===== src/rtl/mem_pkg.sv =====
// Shared types, func3 encodings and lane helpers for the MEM-stage load/store unit.
package mem_pkg;

    typedef enum logic [1:0] {
        IDLE = 2'd0,
        REQ  = 2'd1,
        RESP = 2'd2
    } lsu_state_t;

    localparam logic [2:0] F3_B  = 3'b000;
    localparam logic [2:0] F3_H  = 3'b001;
    localparam logic [2:0] F3_W  = 3'b010;
    localparam logic [2:0] F3_BU = 3'b100;
    localparam logic [2:0] F3_HU = 3'b101;

    // Loads always fetch the whole word; lane selection happens on the way back.
    function automatic logic [3:0] calc_be(input logic [2:0] f3, input logic [1:0] off,
                                           input logic is_store);
        logic [3:0] be;
        be = 4'b1111;
        if (is_store) begin
            case (f3)
                F3_B:    be = 4'b0001 << off;
                F3_H:    be = 4'b0011 << off;
                default: be = 4'b1111;
            endcase
        end
        return be;
    endfunction

    // func3[1:0] gives the access size for both signed and unsigned variants.
    function automatic logic is_misaligned(input logic [2:0] f3, input logic [1:0] off);
        logic mis;
        case (f3[1:0])
            2'b01:   mis = off[0];
            2'b10:   mis = (off != 2'b00);
            default: mis = 1'b0;
        endcase
        return mis;
    endfunction

endpackage


===== src/rtl/load_formatter.sv =====
// Lane select and sign/zero extension of a captured read word for the MEM/WB register.
module load_formatter
    import mem_pkg::*;
#(
    parameter int unsigned data_bits = 32
) (
    input  logic [data_bits-1:0] i_rdata,
    input  logic [1:0]           i_off,
    input  logic [2:0]           i_f3,
    output logic [data_bits-1:0] o_data
);

    logic [7:0]  w_byte;
    logic [15:0] w_half;

    always_comb begin
        w_byte = i_rdata[{i_off, 3'b000} +: 8];
        w_half = i_off[1] ? i_rdata[31:16] : i_rdata[15:0];
        case (i_f3)
            F3_B:    o_data = {{(data_bits - 8){w_byte[7]}}, w_byte};
            F3_BU:   o_data = {{(data_bits - 8){1'b0}}, w_byte};
            F3_H:    o_data = {{(data_bits - 16){w_half[15]}}, w_half};
            F3_HU:   o_data = {{(data_bits - 16){1'b0}}, w_half};
            default: o_data = i_rdata;
        endcase
    end

endmodule


===== src/rtl/mem_stage_lsu.sv =====
// MEM-stage load/store unit: req/ready data-memory master with pipeline stall.
// Define LSU_TIMEOUT_EN to abort a request that sees no dmem_ready within timeout_cycles.
module mem_stage_lsu
    import mem_pkg::*;
#(
    parameter int unsigned data_bits      = 32,
    parameter int unsigned timeout_cycles = 16
) (
    input  logic                 clk,
    input  logic                 rst_n,
    input  logic                 mem_read_in,
    input  logic                 mem_write_in,
    input  logic [data_bits-1:0] addr_in,
    input  logic [data_bits-1:0] store_data_in,
    input  logic [2:0]           func_3_bits_in,
    output logic                 dmem_req,
    output logic                 dmem_we,
    output logic [data_bits-1:0] dmem_addr,
    output logic [3:0]           dmem_be,
    output logic [data_bits-1:0] dmem_wdata,
    input  logic                 dmem_ready,
    input  logic [data_bits-1:0] dmem_rdata,
    output logic [data_bits-1:0] load_data_out,
    output logic                 load_valid_out,
    output logic                 stall_out,
    output logic                 fault_out,
    output logic [data_bits-1:0] fault_addr_out
);

    lsu_state_t           r_state;
    logic                 r_we;
    logic [data_bits-1:0] r_addr;
    logic [3:0]           r_be;
    logic [data_bits-1:0] r_wdata;
    logic [2:0]           r_f3;
    logic [data_bits-1:0] r_rdata;
    logic [1:0]           r_ld_off;
    logic [2:0]           r_ld_f3;
    logic                 r_load_valid;
    logic                 r_fault;
    logic [data_bits-1:0] r_fault_addr;

    logic                 w_access;
    logic                 w_bad_f3;
    logic                 w_illegal;
    logic [data_bits-1:0] w_wdata;

`ifdef LSU_TIMEOUT_EN
    localparam int unsigned cnt_bits = (timeout_cycles > 1) ? $clog2(timeout_cycles) : 1;
    localparam logic [cnt_bits-1:0] cnt_last = cnt_bits'(timeout_cycles - 1);
    logic [cnt_bits-1:0] r_cnt;
`else
    logic w_unused_timeout;
    assign w_unused_timeout = (timeout_cycles != 0);
`endif

    assign w_access = mem_read_in | mem_write_in;

    always_comb begin
        case (func_3_bits_in)
            F3_B, F3_H, F3_W: w_bad_f3 = 1'b0;
            F3_BU, F3_HU:     w_bad_f3 = mem_write_in;
            default:          w_bad_f3 = 1'b1;
        endcase
        w_illegal = (mem_read_in & mem_write_in) | w_bad_f3 |
                    is_misaligned(func_3_bits_in, addr_in[1:0]);
    end

    always_comb begin
        case (func_3_bits_in)
            F3_B:    w_wdata = {(data_bits / 8){store_data_in[7:0]}};
            F3_H:    w_wdata = {(data_bits / 16){store_data_in[15:0]}};
            default: w_wdata = store_data_in;
        endcase
    end

    always_ff @(posedge clk or negedge rst_n) begin
        if (!rst_n) begin
            r_state      <= IDLE;
            r_we         <= 1'b0;
            r_addr       <= '0;
            r_be         <= '0;
            r_wdata      <= '0;
            r_f3         <= '0;
            r_rdata      <= '0;
            r_ld_off     <= '0;
            r_ld_f3      <= '0;
            r_load_valid <= 1'b0;
            r_fault      <= 1'b0;
            r_fault_addr <= '0;
`ifdef LSU_TIMEOUT_EN
            r_cnt        <= '0;
`endif
        end else begin
            r_load_valid <= 1'b0;
            r_fault      <= 1'b0;
            case (r_state)
                IDLE: begin
                    if (w_access && w_illegal) begin
                        r_fault      <= 1'b1;
                        r_fault_addr <= addr_in;
                    end else if (w_access) begin
                        r_state <= REQ;
                        r_we    <= mem_write_in;
                        r_addr  <= addr_in;
                        r_be    <= calc_be(func_3_bits_in, addr_in[1:0], mem_write_in);
                        r_wdata <= w_wdata;
                        r_f3    <= func_3_bits_in;
`ifdef LSU_TIMEOUT_EN
                        r_cnt   <= '0;
`endif
                    end
                end
                REQ: begin
                    if (dmem_ready) begin
                        r_state <= RESP;
                        if (!r_we) begin
                            r_rdata      <= dmem_rdata;
                            r_ld_off     <= r_addr[1:0];
                            r_ld_f3      <= r_f3;
                            r_load_valid <= 1'b1;
                        end
`ifdef LSU_TIMEOUT_EN
                    end else if (r_cnt == cnt_last) begin
                        r_state      <= RESP;
                        r_fault      <= 1'b1;
                        r_fault_addr <= r_addr;
                    end else begin
                        r_cnt <= r_cnt + 1'b1;
`endif
                    end
                end
                RESP:    r_state <= IDLE;
                default: r_state <= IDLE;
            endcase
        end
    end

    // The formatter sees only the last completed load, so load_data_out holds across stores.
    load_formatter #(
        .data_bits(data_bits)
    ) u_load_formatter (
        .i_rdata(r_rdata),
        .i_off  (r_ld_off),
        .i_f3   (r_ld_f3),
        .o_data (load_data_out)
    );

    assign dmem_req       = (r_state == REQ);
    assign dmem_we        = r_we;
    assign dmem_addr      = {r_addr[data_bits-1:2], 2'b00};
    assign dmem_be        = r_be;
    assign dmem_wdata     = r_wdata;
    assign load_valid_out = r_load_valid;
    assign fault_out      = r_fault;
    assign fault_addr_out = r_fault_addr;
    assign stall_out      = (r_state == REQ) ||
                            ((r_state == IDLE) && w_access && !w_illegal);

endmodule


===== config.mk =====
export PLATFORM = sky130hd
export DESIGN_NAME = mem_stage_lsu
export DESIGN_NICKNAME = d
export VERILOG_FILES = /design/src/rtl/mem_pkg.sv /design/src/rtl/load_formatter.sv /design/src/rtl/mem_stage_lsu.sv
export SDC_FILE = /design/constraint.sdc
export NUM_CORES = 1
export LEC_CHECK = 0
export ABC_AREA = 1
export CAP_MARGIN = 20
export CORE_ASPECT_RATIO = 1.1
export CORE_MARGIN = 5
export CORE_UTILIZATION = 35
export DETAILED_ROUTE_END_ITERATION = 10
export PLACE_DENSITY = 0.65
export SYNTH_ARGS = -nofsm -noshare
export SYNTH_HDL_FRONTEND = slang
export SYNTH_SLANG_ARGS = --single-unit

===== constraint.sdc =====
create_clock -name clk -period 1.49 [get_ports clk]
set_input_delay 0.298 -clock clk [delete_from_list [all_inputs] [get_ports clk]]
set_output_delay 0.298 -clock clk [all_outputs]
set_load 0.02 [all_outputs]

==> impl_metrics.json <==
{
  "final_period_minus_worst_setup_slack_ns": 2.05,
  "number_of_diodes_added_for_antenna_fixing": 0,
  "avgViaCountPerCell": 4.81,
  "clock_sinks": 145,
  "placed_cells_incl_taps": 1402,
  "synth-seq-cells": 145,
  "finalCoreUtilization": 0.604,
  "drt.antenna.violating_nets": 0,
  "synth_fa_ha_area_frac": 0.00542,
  "seq_area_frac_synth": 0.524,
  "drt_pass1_iterations": 5,
  "wl_per_cell_um": 17.6,
  "die_y_um": 158,
  "gr-max-usage-layer": "met2",
  "dr_total_vias": 7123,
  "path_cells": "buf_12 > clkinv_8 > buf_8 > nand2_2 > nand2_2 > nor2_2 > a31oi_2 > buf_4",
  "synthArstFlopShare": 1.00,
  "violations": "setup timing",
  "cts-root-to-sink-buffers": 2,
  "fin_setup_tns_ns": -26.64,
  "grt_setup_unrepaired": "true",
  "clock_skew_ns": 0.0118,
  "ys_types": 25,
  "die_w_um": 144,
  "synth.cell_area_sq_um": 6930,
  "synth_top_family_by_area": "simple AND/OR/NAND/NOR gates",
  "synth_compound_gate_area_share": 0.0605,
  "final_hold_viol_count": 0,
  "yosys_warnings": 0,
  "syn2layout_area_growth_pct": 71.5,
  "clkLatencyLatePin_ns": 0.43,
  "fmax_ghz": 0.487,
  "floorplan.rows": 54,
  "post_layout_worst_setup_margin_ns": -0.565,
  "grt_start_max_net_pins": 37,
  "critical_path.max_fanout": 8,
  "initial_drc_count": 338,
  "cts_tree": "done",
  "cpLargestDelayFamily": "buffers and inverters",
  "worst_hold_path_type": "input port to asynchronous set/reset pin",
  "ys_dominant_reg_cell": "dfrtp_1",
  "synth_top_cell_by_area": "dfrtp_1",
  "post_synth_mux_area_share": 0,
  "cts_max_level": 4,
  "routabilityCongestion": 0.885,
  "netlist_top_cells_area": "dfrtp_1 52%, nand2_1 24%, nand3_1 5.3%, o21ai_0 4.1%, buf_4 3.9%",
  "clockRootBuffer": "clkbuf_16",
  "yosys.area_share.simple": 0.318,
  "post-dp-hpwl_um": 16800,
  "start_util": 0.352,
  "grtUsageTotal": 0.222,
  "drive_gt1_frac": 0.304,
  "post-synth-top-area-fraction": 0.524,
  "final_max_slew_viol_count": 0,
  "finish_stage_setup_viols": 122,
  "result_of_the_run": "finished with violations",
  "worst_path_most_repeated_cell": "nand2_2",
  "core_region_area_sq_um": 19700,
  "synthesis.area_per_instance_sq_um": 7.67,
  "port_buffers": 238,
  "clk_transition_reported_paths_ns": 0.07,
  "via_count_of_the_first_global_routing_pass": 7138,
  "timing.reg2reg.setup_slack_ns": -0.19,
  "drc": 0,
  "power.density_nw_per_um2": 2050,
  "worst_setup_path_start_kind": "flip-flop",
  "power.ir.vdd_worst_mv": 1.87,
  "global_route.usage.met3": 0.0729,
  "crit_required_ns": 1.19,
  "antenna_found_initial": 0,
  "yosys.area_share.xor_xnor": 0,
  "critical_path_class": "flip-flop to output port",
  "worst-path-buf-inv": 4,
  "final_cycle_share": 1.38,
  "cells_after_synth": 903,
  "grt_first_pass_wirelength_um": 38800,
  "die-area_sq_um": 22700,
  "crit_path_top_delay_cell": "dfrtp_2",
  "globalRouteOverflowTotal": 0,
  "power_mw": 24.4,
  "number_of_primary_i_o_pins": 241,
  "wirelength_um": 26000,
  "cap_violations": 0,
  "p_leak_nw": 6.18,
  "post_synth_edffs": 0,
  "nets": 1322,
  "global_route.usage.met1": 0.276,
  "layoutNonFillerInstCount": 1480,
  "timing.critical_path.arrival_ns": 1.76,
  "timing.hold.ws_ns": 0.356,
  "worstSetupEndpointType": "output port",
  "cpPeakStageDelay_ns": 0.45,
  "tritoncts.num_buffers": 17,
  "grtUsageMet2": 0.369
}
[through the flow]
step / setup WS (ns) / instance area (sq um)
after global placement: -0.867 / 10100
after detailed placement: -0.937 / 10100
final: -0.565 / 11900
after CTS: -0.508 / 11400
after floorplan: -0.00949 / 7090
after global routing: -0.625 / 11900
[worst reg2reg max path, stage by stage, from the launching register on]
cell,delay [ns]
dfrtp_1,0.40
or2_1,0.25
nor2_4,0.14
buf_6,0.11
buf_6,0.10
buf_8,0.11
buf_6,0.13
buf_6,0.11
buf_16,0.12
nand3_2,0.08
nand2_1,0.06
[placed cells by master, fill, tap and decap left out, drive strengths merged]
cell,count
nand2,452
buf,158
dfrtp,145
clkdlybuf4s50,99
nand3,76
dlygate4sd2,67
o21ai,67
inv,57
clkdlybuf4s15,29
clkbuf,28
nor2,18
a21oi,11
clkinv,5
o211ai,3
ha,3
conb,2
clkinvlp,2
a31oi,1
nor3,1
or2,1
nand4,1
bufinv,1
dlygate4sd3,1
[flip-flops by register name, summed over array words and instances (netlist names)]
register	count
dmem_wdata	32
fault_addr_out	32
r_addr	32
r_rdata	32
dmem_be	4
r_f3	3
r_ld_f3	3
r_ld_off	2
r_state	2
dmem_we	1
fault_out	1
load_valid_out	1
[area by class of cell]
cell class / count / area, sq um
Clock buffer: 17 / 425
Clock inverter: 15 / 188
Fill cell: 1750 / 7780
Inverter: 50 / 219
Multi-Input combinational cell: 636 / 3310
Sequential cell: 145 / 3630
Tap cell: 252 / 315
Timing Repair Buffer: 365 / 3790
[power breakdown]
group / switching (mW) / internal [mW]
Combinational: 7.25 / 6.07
Clock: 2.01 / 2.43
Sequential: 1.17 / 5.47
Total: 10.4 / 14.0
[path summary, 6_finish.rpt]
check	start	endpoint	depth (start not counted)
setup / recovery	r_ld_off[1]$_DFFE_PN0P_	load_data_out[0]	8
hold / removal	rst_n	r_rdata[12]$_DFFE_PN0P_	2
setup reg to reg	r_state[1]$_DFFE_PN0P_	fault_addr_out[10]$_DFFE_PN0P_	10
hold reg to reg	r_addr[12]$_DFFE_PN0P_	r_addr[12]$_DFFE_PN0P_	2
max in group asynchronous	rst_n	r_ld_off[0]$_DFFE_PN0P_	3
min in group clk	func_3_bits_in[0]	r_f3[0]$_DFFE_PN0P_	4
[synth_stat cells, types with 5 or more instances]
cell type	instances
nor2_1	12
inv_1	42
dfrtp_1	145
o21ai_0	57
nand2_1	451
buf_4	36
clkbuf_1	12
nand3_1	74
inv_2	5
buf_2	25
o21ai_1	10
a21oi_1	11
[metal layers]
metal	vias to the layer above	wire length [um]
li1	3426	-
met1	3382	10200
met2	286	13100
met3	29	2380
met4	0	358
met5	-	0
[repair_timing]
action	in CTS	in global routing
cloned	10	2
endpoints found under the hold margin	29	0
setup buffers	23	13
resized for setup	432	152
setup endpoints to repair	241	174
pin swaps	29	29
hold buffers	1	0
[cells by family after synthesis]
kind of cell | after synthesis
AO/OA/AOI/OAI | 82
adder cells (fa/ha/maj) | 3
buffers and inverters | 126
flip-flops | 145
other | 1
AND/OR/NAND/NOR | 546
Power figures use the tool's default switching activity.
